$ cat src/rtl/video_stream_gen_if.sv
// Pixel-source handshake and vsync/href/gray video stream bundled for video_stream_gen.
// The master side is the generator; the slave side is the source plus downstream consumer.
interface video_stream_gen_if;
  logic [7:0] src_data;
  logic       src_valid;
  logic       src_ready;
  logic       img_vsync;
  logic       img_href;
  logic [7:0] img_gray;
  logic       frame_start;
  logic       frame_done;
  logic       underflow;

  modport master (
    input  src_data,
    input  src_valid,
    output src_ready,
    output img_vsync,
    output img_href,
    output img_gray,
    output frame_start,
    output frame_done,
    output underflow
  );

  modport slave (
    output src_data,
    output src_valid,
    input  src_ready,
    input  img_vsync,
    input  img_href,
    input  img_gray,
    input  frame_start,
    input  frame_done,
    input  underflow
  );
endinterface

$ cat src/rtl/video_stream_gen.sv
// Video stream transmitter: pulls gray pixels from a valid/ready source and emits a
// vsync/href/gray stream with fixed line and frame blanking; timing never stalls.
module video_stream_gen #(
  parameter logic [10:0] IMG_HDISP = 11'd640,
  parameter logic [10:0] IMG_VDISP = 11'd480,
  parameter logic [10:0] H_BLANK   = 11'd160,
  parameter logic [10:0] V_PRE     = 11'd2,
  parameter logic [10:0] V_POST    = 11'd2,
  parameter logic [10:0] V_GAP     = 11'd4
) (
  input  logic               clk,
  input  logic               rst_n,
  input  logic               enable,
  video_stream_gen_if.master stream
);

  typedef enum logic [2:0] {
    ST_IDLE = 3'd0,
    ST_PRE  = 3'd1,
    ST_ACT  = 3'd2,
    ST_POST = 3'd3,
    ST_GAP  = 3'd4
  } state_t;

  localparam logic [10:0] LINE_LAST = IMG_HDISP + H_BLANK - 11'd1;

  state_t      state_r;
  state_t      state_nxt_s;
  state_t      state_succ_s;
  logic [10:0] hcnt_r;
  logic [10:0] hcnt_nxt_s;
  logic [10:0] vcnt_r;
  logic [10:0] vcnt_nxt_s;
  logic [10:0] lines_last_s;
  logic        line_end_s;
  logic        pix_act_s;
  logic        vsync_d_s;
  logic [7:0]  gray_d_s;
  logic        underflow_d_s;

  logic        vsync_r;
  logic        href_r;
  logic [7:0]  gray_r;
  logic        frame_start_r;
  logic        frame_done_r;
  logic        underflow_r;

  assign line_end_s = (hcnt_r == LINE_LAST);
  assign pix_act_s  = (state_r == ST_ACT) && (hcnt_r < IMG_HDISP);
  assign vsync_d_s  = (state_r == ST_PRE) || (state_r == ST_ACT) || (state_r == ST_POST);

  // Last line index of the current vertical section, and the section that follows it.
  always_comb begin
    lines_last_s = 11'd0;
    state_succ_s = ST_IDLE;
    case (state_r)
      ST_PRE: begin
        lines_last_s = V_PRE - 11'd1;
        state_succ_s = ST_ACT;
      end
      ST_ACT: begin
        lines_last_s = IMG_VDISP - 11'd1;
        state_succ_s = ST_POST;
      end
      ST_POST: begin
        lines_last_s = V_POST - 11'd1;
        state_succ_s = ST_GAP;
      end
      ST_GAP: begin
        lines_last_s = V_GAP - 11'd1;
        if (enable) begin
          state_succ_s = ST_PRE;
        end else begin
          state_succ_s = ST_IDLE;
        end
      end
      default: begin
        lines_last_s = 11'd0;
        state_succ_s = ST_IDLE;
      end
    endcase
  end

  // Next-state and timing counter logic; enable only matters in IDLE and at the end of GAP.
  always_comb begin
    state_nxt_s = state_r;
    hcnt_nxt_s  = hcnt_r;
    vcnt_nxt_s  = vcnt_r;
    case (state_r)
      ST_IDLE: begin
        hcnt_nxt_s = 11'd0;
        vcnt_nxt_s = 11'd0;
        if (enable) begin
          state_nxt_s = ST_PRE;
        end else begin
          state_nxt_s = ST_IDLE;
        end
      end
      ST_PRE, ST_ACT, ST_POST, ST_GAP: begin
        if (line_end_s) begin
          hcnt_nxt_s = 11'd0;
          if (vcnt_r == lines_last_s) begin
            vcnt_nxt_s  = 11'd0;
            state_nxt_s = state_succ_s;
          end else begin
            vcnt_nxt_s = vcnt_r + 11'd1;
          end
        end else begin
          hcnt_nxt_s = hcnt_r + 11'd1;
        end
      end
      default: begin
        state_nxt_s = ST_IDLE;
        hcnt_nxt_s  = 11'd0;
        vcnt_nxt_s  = 11'd0;
      end
    endcase
  end

  // State and timing counter registers.
  always_ff @(posedge clk or negedge rst_n) begin
    if (!rst_n) begin
      state_r <= ST_IDLE;
      hcnt_r  <= 11'd0;
      vcnt_r  <= 11'd0;
    end else begin
      state_r <= state_nxt_s;
      hcnt_r  <= hcnt_nxt_s;
      vcnt_r  <= vcnt_nxt_s;
    end
  end

  // Pixel value to present and the sticky starvation flag for the coming clock.
  always_comb begin
    gray_d_s      = 8'd0;
    underflow_d_s = underflow_r;
    if (pix_act_s && stream.src_valid) begin
      gray_d_s = stream.src_data;
    end else begin
      gray_d_s = 8'd0;
    end
    // A new frame wipes the flag; starvation cannot happen on that same clock (PRE).
    if (vsync_d_s && !vsync_r) begin
      underflow_d_s = 1'b0;
    end else if (pix_act_s && !stream.src_valid) begin
      underflow_d_s = 1'b1;
    end else begin
      underflow_d_s = underflow_r;
    end
  end

  // Registered stream outputs, one clock behind the timing counters.
  always_ff @(posedge clk or negedge rst_n) begin
    if (!rst_n) begin
      vsync_r       <= 1'b0;
      href_r        <= 1'b0;
      gray_r        <= 8'd0;
      frame_start_r <= 1'b0;
      frame_done_r  <= 1'b0;
      underflow_r   <= 1'b0;
    end else begin
      vsync_r       <= vsync_d_s;
      href_r        <= pix_act_s;
      gray_r        <= gray_d_s;
      frame_start_r <= vsync_d_s & ~vsync_r;
      frame_done_r  <= ~vsync_d_s & vsync_r;
      underflow_r   <= underflow_d_s;
    end
  end

  assign stream.src_ready   = pix_act_s;
  assign stream.img_vsync   = vsync_r;
  assign stream.img_href    = href_r;
  assign stream.img_gray    = gray_r;
  assign stream.frame_start = frame_start_r;
  assign stream.frame_done  = frame_done_r;
  assign stream.underflow   = underflow_r;

endmodule

$ cat src/flat_wrapper.sv
// flat-port wrapper written by rule: the top's interface ports become plain ports
module video_stream_gen_flat 
#(
  parameter logic [10:0] IMG_HDISP = 11'd640,
  parameter logic [10:0] IMG_VDISP = 11'd480,
  parameter logic [10:0] H_BLANK   = 11'd160,
  parameter logic [10:0] V_PRE     = 11'd2,
  parameter logic [10:0] V_POST    = 11'd2,
  parameter logic [10:0] V_GAP     = 11'd4
)
  (clk, rst_n, enable, stream_src_data, stream_src_valid, stream_src_ready, stream_img_vsync, stream_img_href, stream_img_gray, stream_frame_start, stream_frame_done, stream_underflow);
  video_stream_gen_if stream_i ();
  input  logic clk;
  input  logic rst_n;
  input  logic enable;
  input wire logic [$bits(stream_i.src_data)-1:0] stream_src_data;
  input wire logic [$bits(stream_i.src_valid)-1:0] stream_src_valid;
  output wire logic [$bits(stream_i.src_ready)-1:0] stream_src_ready;
  output wire logic [$bits(stream_i.img_vsync)-1:0] stream_img_vsync;
  output wire logic [$bits(stream_i.img_href)-1:0] stream_img_href;
  output wire logic [$bits(stream_i.img_gray)-1:0] stream_img_gray;
  output wire logic [$bits(stream_i.frame_start)-1:0] stream_frame_start;
  output wire logic [$bits(stream_i.frame_done)-1:0] stream_frame_done;
  output wire logic [$bits(stream_i.underflow)-1:0] stream_underflow;
  assign stream_i.src_data = stream_src_data;
  assign stream_i.src_valid = stream_src_valid;
  assign stream_src_ready = stream_i.src_ready;
  assign stream_img_vsync = stream_i.img_vsync;
  assign stream_img_href = stream_i.img_href;
  assign stream_img_gray = stream_i.img_gray;
  assign stream_frame_start = stream_i.frame_start;
  assign stream_frame_done = stream_i.frame_done;
  assign stream_underflow = stream_i.underflow;
  video_stream_gen #(.IMG_HDISP(IMG_HDISP), .IMG_VDISP(IMG_VDISP), .H_BLANK(H_BLANK), .V_PRE(V_PRE), .V_POST(V_POST), .V_GAP(V_GAP)) u_core (.clk(clk), .rst_n(rst_n), .enable(enable), .stream(stream_i));
endmodule
$ cat config.mk
export PLATFORM = sky130hd
export DESIGN_NAME = video_stream_gen_flat
export DESIGN_NICKNAME = d
export VERILOG_FILES = /design/src/rtl/video_stream_gen_if.sv /design/src/rtl/video_stream_gen.sv /design/src/flat_wrapper.sv
export SDC_FILE = /design/constraint.sdc
export NUM_CORES = 1
export LEC_CHECK = 0
export ABC_AREA = 1
export BUFFER_PORTS_ARGS = -buffer_cell sky130_fd_sc_hd__buf_2
export CAP_MARGIN = 20
export CORE_MARGIN = 8
export CORE_UTILIZATION = 51
export DETAILED_ROUTE_END_ITERATION = 16
export GPL_ROUTABILITY_DRIVEN = 1
export PLACE_DENSITY = 0.75
export SYNTH_ARGS = -nofsm -noshare
export SYNTH_HDL_FRONTEND = slang
export SYNTH_SLANG_ARGS = --single-unit
$ cat constraint.sdc
create_clock -name clk -period 1.45 [get_ports clk]
set_input_delay 0.2175 -clock clk [delete_from_list [all_inputs] [get_ports clk]]
set_output_delay 0.2175 -clock clk [all_outputs]
set_load 0.005 [all_outputs]
==> results.yml, run 1 <==
yosys:
  yosysWarnings: 0
  netlist-cell-type-count: 26
  yosys-top-cells-count: "47 x nand2_1, 38 x dfrtp_1, 35 x inv_1"
  synth_top_area_frac: 0.4984
  synth_seq_cells: 38
  netlist_area_sq_um: 1908
  synthArstFlopShare: 1.000
  syn_nets: 246
  synth_top_area_cell: "dfrtp_1"
  synth_cells: 232
  synth_area_per_cell_sq_um: 8.224
  synthMostInstantiatedCell: "nand2_1"
  synth_seq_area_share: 0.4984
  synth_enable_flop_cells: 0
  synth_top_flop_cell: "dfrtp_1"
  synth_area_leaders: "dfrtp_1 50%, nand2_1 9.2%, inv_1 6.9%"
timing:
  period_needed_ps: 1641
  worst_pin_slew_ps: 290.5
  skew_ps: 13.89
  min_period_over_period: 1.132
  slew_violations: 0
  hold_viol_final: 0
  hold_slack_ps: 126.3
  final.setup.tns_ps: -2825
  fmax_ghz: 0.6094
  setup_ws_ps: -191.1
  setup_viol: 29
  rsz0062_at_grt: "true"
  slew_headroom: 0.8049
floorplan:
  die-width_um: 77.17
  core_area_sq_um: 3633
  die_area_sq_um: 5954
  die_h_um: 77.17
  initial_core_util: 0.5251
  rows: 22
  num_io_pins: 26
detailed_routing:
  routed_wire_length_per_instance_um: 15.09
  viasPerCell: 5.087
  drtIter0Drc: 126
  num_vias: 1821
  ant_nets: 0
  drt_first_pass_iters: 4
  drt_wl_total_um: 5404
  post-route-drc-count: 0
outcome:
  violations: "setup timing"
  status: "complete, but fails checks"
cts:
  clk_latency_ps: 300
  cts.sinks: 38
  cts_made_buffers: 5
  cts_tree: "built"
  clock_path_buffers: 2
  root_buffer: "clkbuf_8"
  clk_pin_slew_ps: 80
  htree_levels: 2
grt:
  antenna_found_initial: 0
  grt_pass1_wl_um: 7403
  first_global_vias: 1669
  grt_use_total: 0.1528
  overflow: 0
  grt_max_degree: 39
setup_path:
  reg2reg_depth: 10
  cp_slowest_stage_delay_ps: 440
  cp_max_fo: 6
  path_cells: "buf_6 -> nor2_4 -> buf_4 -> inv_2 -> nand2_4 -> nand2_8 -> nand2_8 -> nand3_1 -> xor2_1 -> nor2_1"
  cp_slowest_cell: "dfrtp_1"
  timing.rr.end: "u_core.vcnt_r[8]"
  startpoint: "u_core.state_r[0]"
  rr_startpoint: "u_core.state_r[0]"
  worstPathRequired_ps: 1630
  crit_arrival_ps: 1830
  path_class: "reg2reg"
  startpoint_type: "register"
  worstSetupEndpointType: "register"
  cpMostUsedCell: "nand2_8"
  rrSetupSlack_ps: -190
hold_path:
  hold_path.class: "in2reg"
  holdPathEnd: "u_core.stream.img_gray[4]"
  hold_depth: 3
  worstHoldStart: "stream_src_data[4]"
cells_and_area:
  diodes: 0
  final_cells: 358
  final_nets: 324
  drive_gt1_frac: 0.4065
  syn_to_final_growth_pct: 44.33
place:
  place_inst: 333
  place.gp.congestion: 0.8349
  port_buffers: 25
  post-dp-hpwl_um: 3039
flow_run:
  drv_cap: 0
power_and_ir_drop:
  p_leak_nw: 1.501
  ir_drop_uv: 564.5
  powerDensity_nw_per_um2: 657.2
[cells in the final DEF (no fill, tap or decap), types with 2 or more instances in the layout]
| master | instances |
|---|---|
| a21oi_1 | 6 |
| a21oi_4 | 2 |
| buf_2 | 24 |
| buf_4 | 40 |
| buf_6 | 5 |
| clkbuf_8 | 5 |
| clkinv_2 | 2 |
| dfrtp_1 | 37 |
| ha_2 | 2 |
| inv_1 | 33 |
| inv_2 | 8 |
| nand2_1 | 42 |
| nand2_2 | 4 |
| nand2_4 | 5 |
| nand2_8 | 4 |
| nand3_1 | 11 |
| nand3_2 | 2 |
| nand3_4 | 2 |
| nand4_1 | 8 |
| nor2_1 | 30 |
| nor2_2 | 2 |
| nor2_4 | 3 |
| nor3_1 | 4 |
| nor3_2 | 5 |
| o21ai_1 | 4 |
| o21ai_2 | 2 |
| xnor2_1 | 2 |
| xor2_1 | 5 |
[final cells by class]
type,instances,area [sq um]
repair buffers,72,521.8
fillers,237,879.6
inverters,43,163.9
clock buffers,5,68.82
clock inverters,2,10.01
multi-input cells,150,977.2
well taps,48,60.06
flip-flops and latches,38,952.2
[power breakdown]
group	internal, mW	switching [mW]
logic	0.0196	0.0305
registers	1.06	0
clock network	0.323	0.378
total	1.40	0.408
[flip-flops by register name, summed over array words and instances (netlist names)]
register and flops:
u_core.stream.frame_done 1, u_core.stream.img_href 1, u_core.hcnt_r 11, u_core.stream.underflow 1, u_core.stream.img_vsync 1, u_core.stream.img_gray 8, u_core.state_r 3, u_core.stream.frame_start 1
u_core.vcnt_r 11
[per-layer routing]
layer | vias to the layer above | track usage | routed length (um)
met5 | - | 0 | 0
li1 | 883 | - | -
met4 | 0 | 0.06415 | 169
met1 | 880 | 0.1798 | 2131
met2 | 42 | 0.2586 | 2925
met3 | 16 | 0.03613 | 179
[through the flow]
step	total power [mW]	util	worst slack [ps]	cell area, sq um
finish	1.810	0.7579	-191.1	2754
global route	1.885	0.7579	-282.9	2754
CTS	1.801	0.6959	-65.18	2529
detailed placement	1.127	0.6353	-47.36	2308
global placement	1.126	0.6353	-7.185	2308
floorplan	1.084	-	22.41	1908
[worst max path at each step]
stage,end,slack (ps),cells after the start
after floorplan,u_core.vcnt_r[9],20,9
after global placement,u_core.state_r[2],-7,10
after CTS,u_core.state_r[0],-70,11
after global routing,u_core.vcnt_r[8],-280,8
final,u_core.vcnt_r[8],-190,10
after detailed placement,u_core.state_r[0],-50,10
[repair_timing]
| action | in CTS | in global routing |
|---|---|---|
| hold buffers | 1 | 0 |
| endpoints found under the setup margin | 12 | 25 |
| hold endpoints to repair | 38 | 0 |
| gates cloned | 1 | 0 |
| pin swaps | 6 | 19 |
| gates resized for setup | 13 | 38 |
| setup buffers | 9 | 7 |
[logic make-up (layout without fill, tap and decap cells)]
logic type,count (synthesis),after routing,share of synthesized area
AOI/OAI and AO/OA,17,17,0.05443
xor gates and xnor gates,7,7,0.03213
adders and majority gates,2,2,0.01311
buffers and inverters,45,122,0.09640
DFF,38,38,0.4984
and+or+nand+nor,123,124,0.3056
[critical path, delay by kind of cell (launching register included)]
kind                   cells  cell delay [ps]
XOR/XNOR                   1              190
AND/OR/NAND/NOR            6              580
buffers and inverters      3              310
flip-flops                 1              440
Power figures use the tool's default switching activity.
==> run 2: changes to the inputs <==
--- a/config.mk
+++ b/config.mk
@@ -8,11 +8,13 @@
 export ABC_AREA = 1
 export BUFFER_PORTS_ARGS = -buffer_cell sky130_fd_sc_hd__buf_2
 export CAP_MARGIN = 20
-export CORE_MARGIN = 8
-export CORE_UTILIZATION = 51
+export CELL_PAD_IN_SITES_DETAIL_PLACEMENT = 0
+export CELL_PAD_IN_SITES_GLOBAL_PLACEMENT = 2
+export CORE_ASPECT_RATIO = 1.75
+export CORE_UTILIZATION = 30
 export DETAILED_ROUTE_END_ITERATION = 16
 export GPL_ROUTABILITY_DRIVEN = 1
-export PLACE_DENSITY = 0.75
+export PLACE_DENSITY_LB_ADDON = 0.1
 export SYNTH_ARGS = -nofsm -noshare
 export SYNTH_HDL_FRONTEND = slang
 export SYNTH_SLANG_ARGS = --single-unit
==> run 2 against run 1 <==
The run still ends with setup timing left. Critical path type unchanged. Power grew 5.0%. Largest power group unchanged. Design area grew 6.5%. Sequential power barely moved.
==> results.yml, run 2 (same netlist as run 1, synthesis figures left out) <==
timing:
  slew_headroom: 0.7005
  hold_slack_ps: 109.7
  worst_pin_slew_ps: 449.2
  fmax_ghz: 0.6403
  period_needed_ps: 1562
  slew_violations: 0
  setup_ws_ps: -111.8
  min_period_over_period: 1.077
  hold_viol_final: 0
  setup_viol: 15
  rsz0062_at_grt: "true"
  final.setup.tns_ps: -868.1
  skew_ps: 13.27
detailed_routing:
  highest-signal-layer: "met4"
  routed_wire_length_per_instance_um: 12.45
  drt-met1-wl_um: 1919
  num_vias: 1754
  wl_met3_um: 90
  route.met2.wl_um: 2937
  post-route-drc-count: 0
  drt_wl_total_um: 5028
  ant_nets: 0
  drt_first_pass_iters: 4
  viasPerCell: 4.342
  drtIter0Drc: 71
power_and_ir_drop:
  finalPower_mw: 1.901
  p_leak_nw: 1.556
  powerDensity_nw_per_um2: 648.0
  ir_drop_uv: 652.5
setup_path:
  cp_num_buf_inv: 3
  cp_max_fo: 6
  crit_path_end: "u_core.vcnt_r[5]"
  worstSetupEndpointType: "register"
  cp_slowest_cell: "dfrtp_1"
  startpoint: "u_core.state_r[0]"
  path_cells: "buf_6 -> nor2_4 -> buf_4 -> inv_2 -> nand2_4 -> nand2_8 -> a21oi_4 -> xor2_1 -> nor2_2"
  reg2reg_depth: 9
  startpoint_type: "register"
  cp_slowest_stage_delay_ps: 410
  rr_startpoint: "u_core.state_r[0]"
  cp.depth: 9
  worstPathRequired_ps: 1640
  path_class: "reg2reg"
  crit_family: "flip-flops"
  rrSetupSlack_ps: -110
  crit_arrival_ps: 1760
  timing.rr.end: "u_core.vcnt_r[5]"
floorplan:
  die-width_um: 62.29
  die_area_sq_um: 6696
  rows: 38
  die_h_um: 107.5
  core_area_sq_um: 6181
  num_io_pins: 26
  initial_core_util: 0.3087
cells_and_area:
  final_nets: 337
  fillers: 641
  multi_input_area_sq_um: 997.2
  fin_util: 0.4747
  diodes: 0
  mostFrequentLayoutCells: "51 x buf_4, 39 x nand2_1, 37 x dfrtp_1"
  syn_to_final_growth_pct: 53.77
  drive_gt1_frac: 0.4722
  layout_commonest_cell: "buf_4"
  seq_area_sq_um: 952.2
outcome:
  status: "complete, but fails checks"
  violations: "setup timing"
cts:
  cts.sinks: 38
  clk_latency_ps: 300
  cts_made_buffers: 5
  clock_path_buffers: 2
  root_buffer: "clkbuf_8"
  clk_pin_slew_ps: 80
  htree_levels: 2
  cts_tree: "built"
place:
  post-dp-hpwl_um: 3644
  place.gp.congestion: 0.7481
  port_buffers: 25
grt:
  antenna_found_initial: 0
  grt_pass1_wl_um: 8066
  grt_use_total: 0.1601
  overflow: 0
  grt_max_degree: 24
  first_global_vias: 1745
hold_path:
  hold_path.class: "in2reg"
flow_run:
  drv_cap: 0
-- run 2: changes by cell type in the layout (fill, tap and decap cells not counted), sizes merged --
cell and change:
buf +13, clkbuf +1, clkinv -1, clkinvlp +1
-- run 2: worst min-delay path: cells and delay by family --
kind / cells / cell delay [ps]
buffers and inverters: 2 / 130
and+or+nand+nor: 1 / 30
-- run 2: power by group --
group          switching, mW  total, mW  leakage, nW  internal (mW)
clock                  0.411      0.793       0.0472          0.383
sequential                 0       1.06        0.505           1.06
combinational         0.0300     0.0490         1.00         0.0190
-- run 2: layer usage --
metal	vias to the layer above	global-route usage
li1	908	-
met1	827	0.1565
met2	13	0.3195
met3	6	0.03496
met4	0	0.05980
met5	-	0
-- run 2: metrics by stage --
step / setup WS, ps / cells / cell area, sq um
floorplan: 22.41 / 232 / 1908
global placement: -109.0 / 380 / 2461
detailed placement: -115.9 / 380 / 2461
CTS: -93.82 / 397 / 2680
global route: -193.6 / 404 / 2934
finish: -111.8 / 404 / 2934
-- run 2: repair_timing --
item                                    CTS  global route
hold buffers                              1             0
endpoints found under the setup margin   12            22
setup buffers                             8             6
resized for setup                        15            48
pin swaps                                 5            19
gates cloned                              0             1
hold endpoints to repair                 15             0
-- run 2: worst min path at each step --
stage / endpoint / startpoint / depth (start not counted) / slack, ps
final: u_core.stream.img_gray[0] / stream_src_data[0] / 3 / 110
after global routing: u_core.stream.img_gray[0] / stream_src_data[0] / 3 / 110
after CTS: u_core.stream.img_gray[0] / stream_src_data[0] / 3 / 100
after detailed placement: u_core.vcnt_r[6] / rst_n / 1 / 180
after global placement: u_core.vcnt_r[6] / rst_n / 1 / 190
after floorplan: u_core.hcnt_r[0] / rst_n / 0 / -80
-- run 2: layout make-up --
type	instances	area share
clock inverter	2	0.004264
multi-input combinational	150	0.3399
tap	80	0.03412
timing repair buffer	85	0.2124
inverter	43	0.05672
clock buffer	6	0.02815
sequential	38	0.3245
==> run 3: changes to the inputs <==
--- a/config.mk
+++ b/config.mk
@@ -11,7 +11,7 @@
 export CELL_PAD_IN_SITES_DETAIL_PLACEMENT = 0
 export CELL_PAD_IN_SITES_GLOBAL_PLACEMENT = 2
 export CORE_ASPECT_RATIO = 1.75
-export CORE_UTILIZATION = 30
+export CORE_UTILIZATION = 36
 export DETAILED_ROUTE_END_ITERATION = 16
 export GPL_ROUTABILITY_DRIVEN = 1
 export PLACE_DENSITY_LB_ADDON = 0.1
==> constraint.sdc (replaced) <==
create_clock -name clk -period 1.91 [get_ports clk]
set_input_delay 0.2865 -clock clk [delete_from_list [all_inputs] [get_ports clk]]
set_output_delay 0.2865 -clock clk [all_outputs]
set_load 0.005 [all_outputs]
==> run 3 against run 2 <==
The run now ends clean. Via count shrank 13%. Register-to-register slack gained 380 ps. Design area shrank 24%. Cell count shrank 21%. Die area shrank 16%. Combinational power shrank 36%.
==> results.yml, run 3 (same netlist as run 1, synthesis figures left out) <==
timing:
  slew_headroom: 0.6703
  skew_ps: 10.06
  slew_violations: 0
  hold_viol_final: 0
  rsz0062_at_grt: "false"
  period_needed_ps: 1788
  setup_viol: 0
  min_period_over_period: 0.9360
  worst_pin_slew_ps: 494.5
  final.setup.tns_ps: 0
  fmax_ghz: 0.5594
setup_path:
  cp_slowest_stage_delay_ps: 450
  startpoint_type: "register"
  startpoint: "u_core.state_r[2]"
  reg2reg_depth: 10
  crit_path_end: "stream_src_ready"
  worstPathRequired_ps: 1620
  crit_arrival_ps: 1500
  worstSetupEndpointType: "output pin"
  cp_max_fo: 8
  rrSetupSlack_ps: 270
  timing.rr.end: "u_core.state_r[1]"
  path_cells: "inv_2 -> nand3_2 -> nor3_4 -> buf_2"
  cp_slowest_cell: "dfrtp_1"
  path_class: "reg2out"
  rr_startpoint: "u_core.state_r[2]"
place:
  dpl-instance-area_sq_um: 2101
  post-dp-hpwl_um: 3180
  port_buffers: 25
  place.gp.congestion: 0.8357
  place_inst: 312
cts:
  root_buffer: "clkbuf_8"
  cts_tree: "built"
  htree_levels: 2
  cts_setup_buffers: 0
  cts_made_buffers: 5
  clk_pin_slew_ps: 90
  cts.sinks: 38
  postCtsHoldBufs: 0
  clock_path_buffers: 2
  clk_latency_ps: 300
grt:
  grt_pass1_wl_um: 7334
  antenna_found_initial: 0
  grt_use_total: 0.1690
  first_global_vias: 1588
  overflow: 0
  grt_max_degree: 39
floorplan:
  rows: 34
  die_h_um: 98.31
  num_io_pins: 26
  die_area_sq_um: 5607
  die-width_um: 57.04
  core_area_sq_um: 5020
  initial_core_util: 0.3801
power_and_ir_drop:
  ir_drop_uv: 443.9
  p_leak_nw: 1.207
  finalPower_mw: 1.539
  powerDensity_nw_per_um2: 691.5
detailed_routing:
  viasPerCell: 4.775
  highest-signal-layer: "met4"
  drt-met1-wl_um: 1573
  post-route-drc-count: 0
  num_vias: 1528
  routed_wire_length_per_instance_um: 13.05
  drt_first_pass_iters: 4
  wl_met3_um: 62
  drt_wl_total_um: 4175
  ant_nets: 0
  drtIter0Drc: 39
  route.met2.wl_um: 2447
cells_and_area:
  final_nets: 279
  final_cells: 320
  diodes: 0
  layout_commonest_cell: "nand2_1"
  drive_gt1_frac: 0.2293
  mostFrequentLayoutCells: "47 x nand2_1, 38 x dfrtp_1, 35 x inv_1"
  finish.instance_area_sq_um: 2226
  syn_to_final_growth_pct: 16.66
  fillers: 519
outcome:
  status: "finished, final reports clean"
hold_path:
  hold_path.class: "in2async"
flow_run:
  drv_cap: 0
==> run 3: cell types whose count changed in the layout (fill, tap and decap cells not counted), moves of 3 or more <==
cell and delta:
nor3_2 -4, nand2_4 -3, inv_1 +4, nor2_2 -5, a21oi_1 +3, nor2_4 -4
nor3_1 +4, nand2_2 -3, nand3_1 +4, buf_6 -8, buf_4 -48, nand2_8 -3
nand2_1 +8, nor2_1 +9
==> run 3: through the flow <==
stage | setup slack, ps | util | hold WS (ps)
floorplan | 482.4 | - | -9.091
detailed placement | 264.8 | 0.4185 | 378.2
global route | 8.029 | 0.4434 | 75.10
finish | 122.3 | 0.4434 | 31.12
CTS | 67.40 | 0.4422 | 49.42
global placement | 251.8 | 0.4185 | 375.0
==> run 3: worst max-delay path, delay by kind of cell, from the launching register on <==
kind | cells | cell delay (ps)
AND/OR/NAND/NOR | 2 | 490
flip-flops | 1 | 450
buffers and inverters | 2 | 260
==> run 3: what timing repair did <==
action	in CTS	in global routing
cloned	0	0
gates resized for setup	1	1
setup endpoints to repair	1	1
pin swaps	0	0
==> run 3: per-layer routing <==
layer,track usage,up-vias
met5,0,-
met4,0.07505,0
met3,0.02781,10
met2,0.3167,15
met1,0.1785,714
li1,-,789
==> run 3: layout make-up <==
| class | count | area [sq um] | share of cell area |
|---|---|---|---|
| clock buffers | 5 | 68.82 | 0.03092 |
| well taps | 54 | 67.56 | 0.03035 |
| flip-flops and latches | 38 | 950.9 | 0.4272 |
| multi-input cells | 149 | 784.5 | 0.3524 |
| clock inverters | 3 | 45.04 | 0.02024 |
| inverters | 43 | 161.4 | 0.07251 |
| repair buffers | 28 | 147.6 | 0.06633 |
==> run 3: report_power, final <==
part | internal, mW | switching (mW) | total [mW]
combinational | 0.0104 | 0.0211 | 0.0315
clock | 0.389 | 0.315 | 0.704
sequential | 0.804 | 0 | 0.804
==> run 3: worst min path at each step <==
stage	startpoint	to	slack [ps]	cells after the start
floorplan	rst_n	u_core.hcnt_r[0]	-9	0
CTS	rst_n	u_core.vcnt_r[7]	50	2
detailed placement	rst_n	u_core.vcnt_r[7]	380	2
global placement	rst_n	u_core.vcnt_r[7]	380	2
finish	rst_n	u_core.vcnt_r[5]	30	2
global route	rst_n	u_core.vcnt_r[7]	80	2
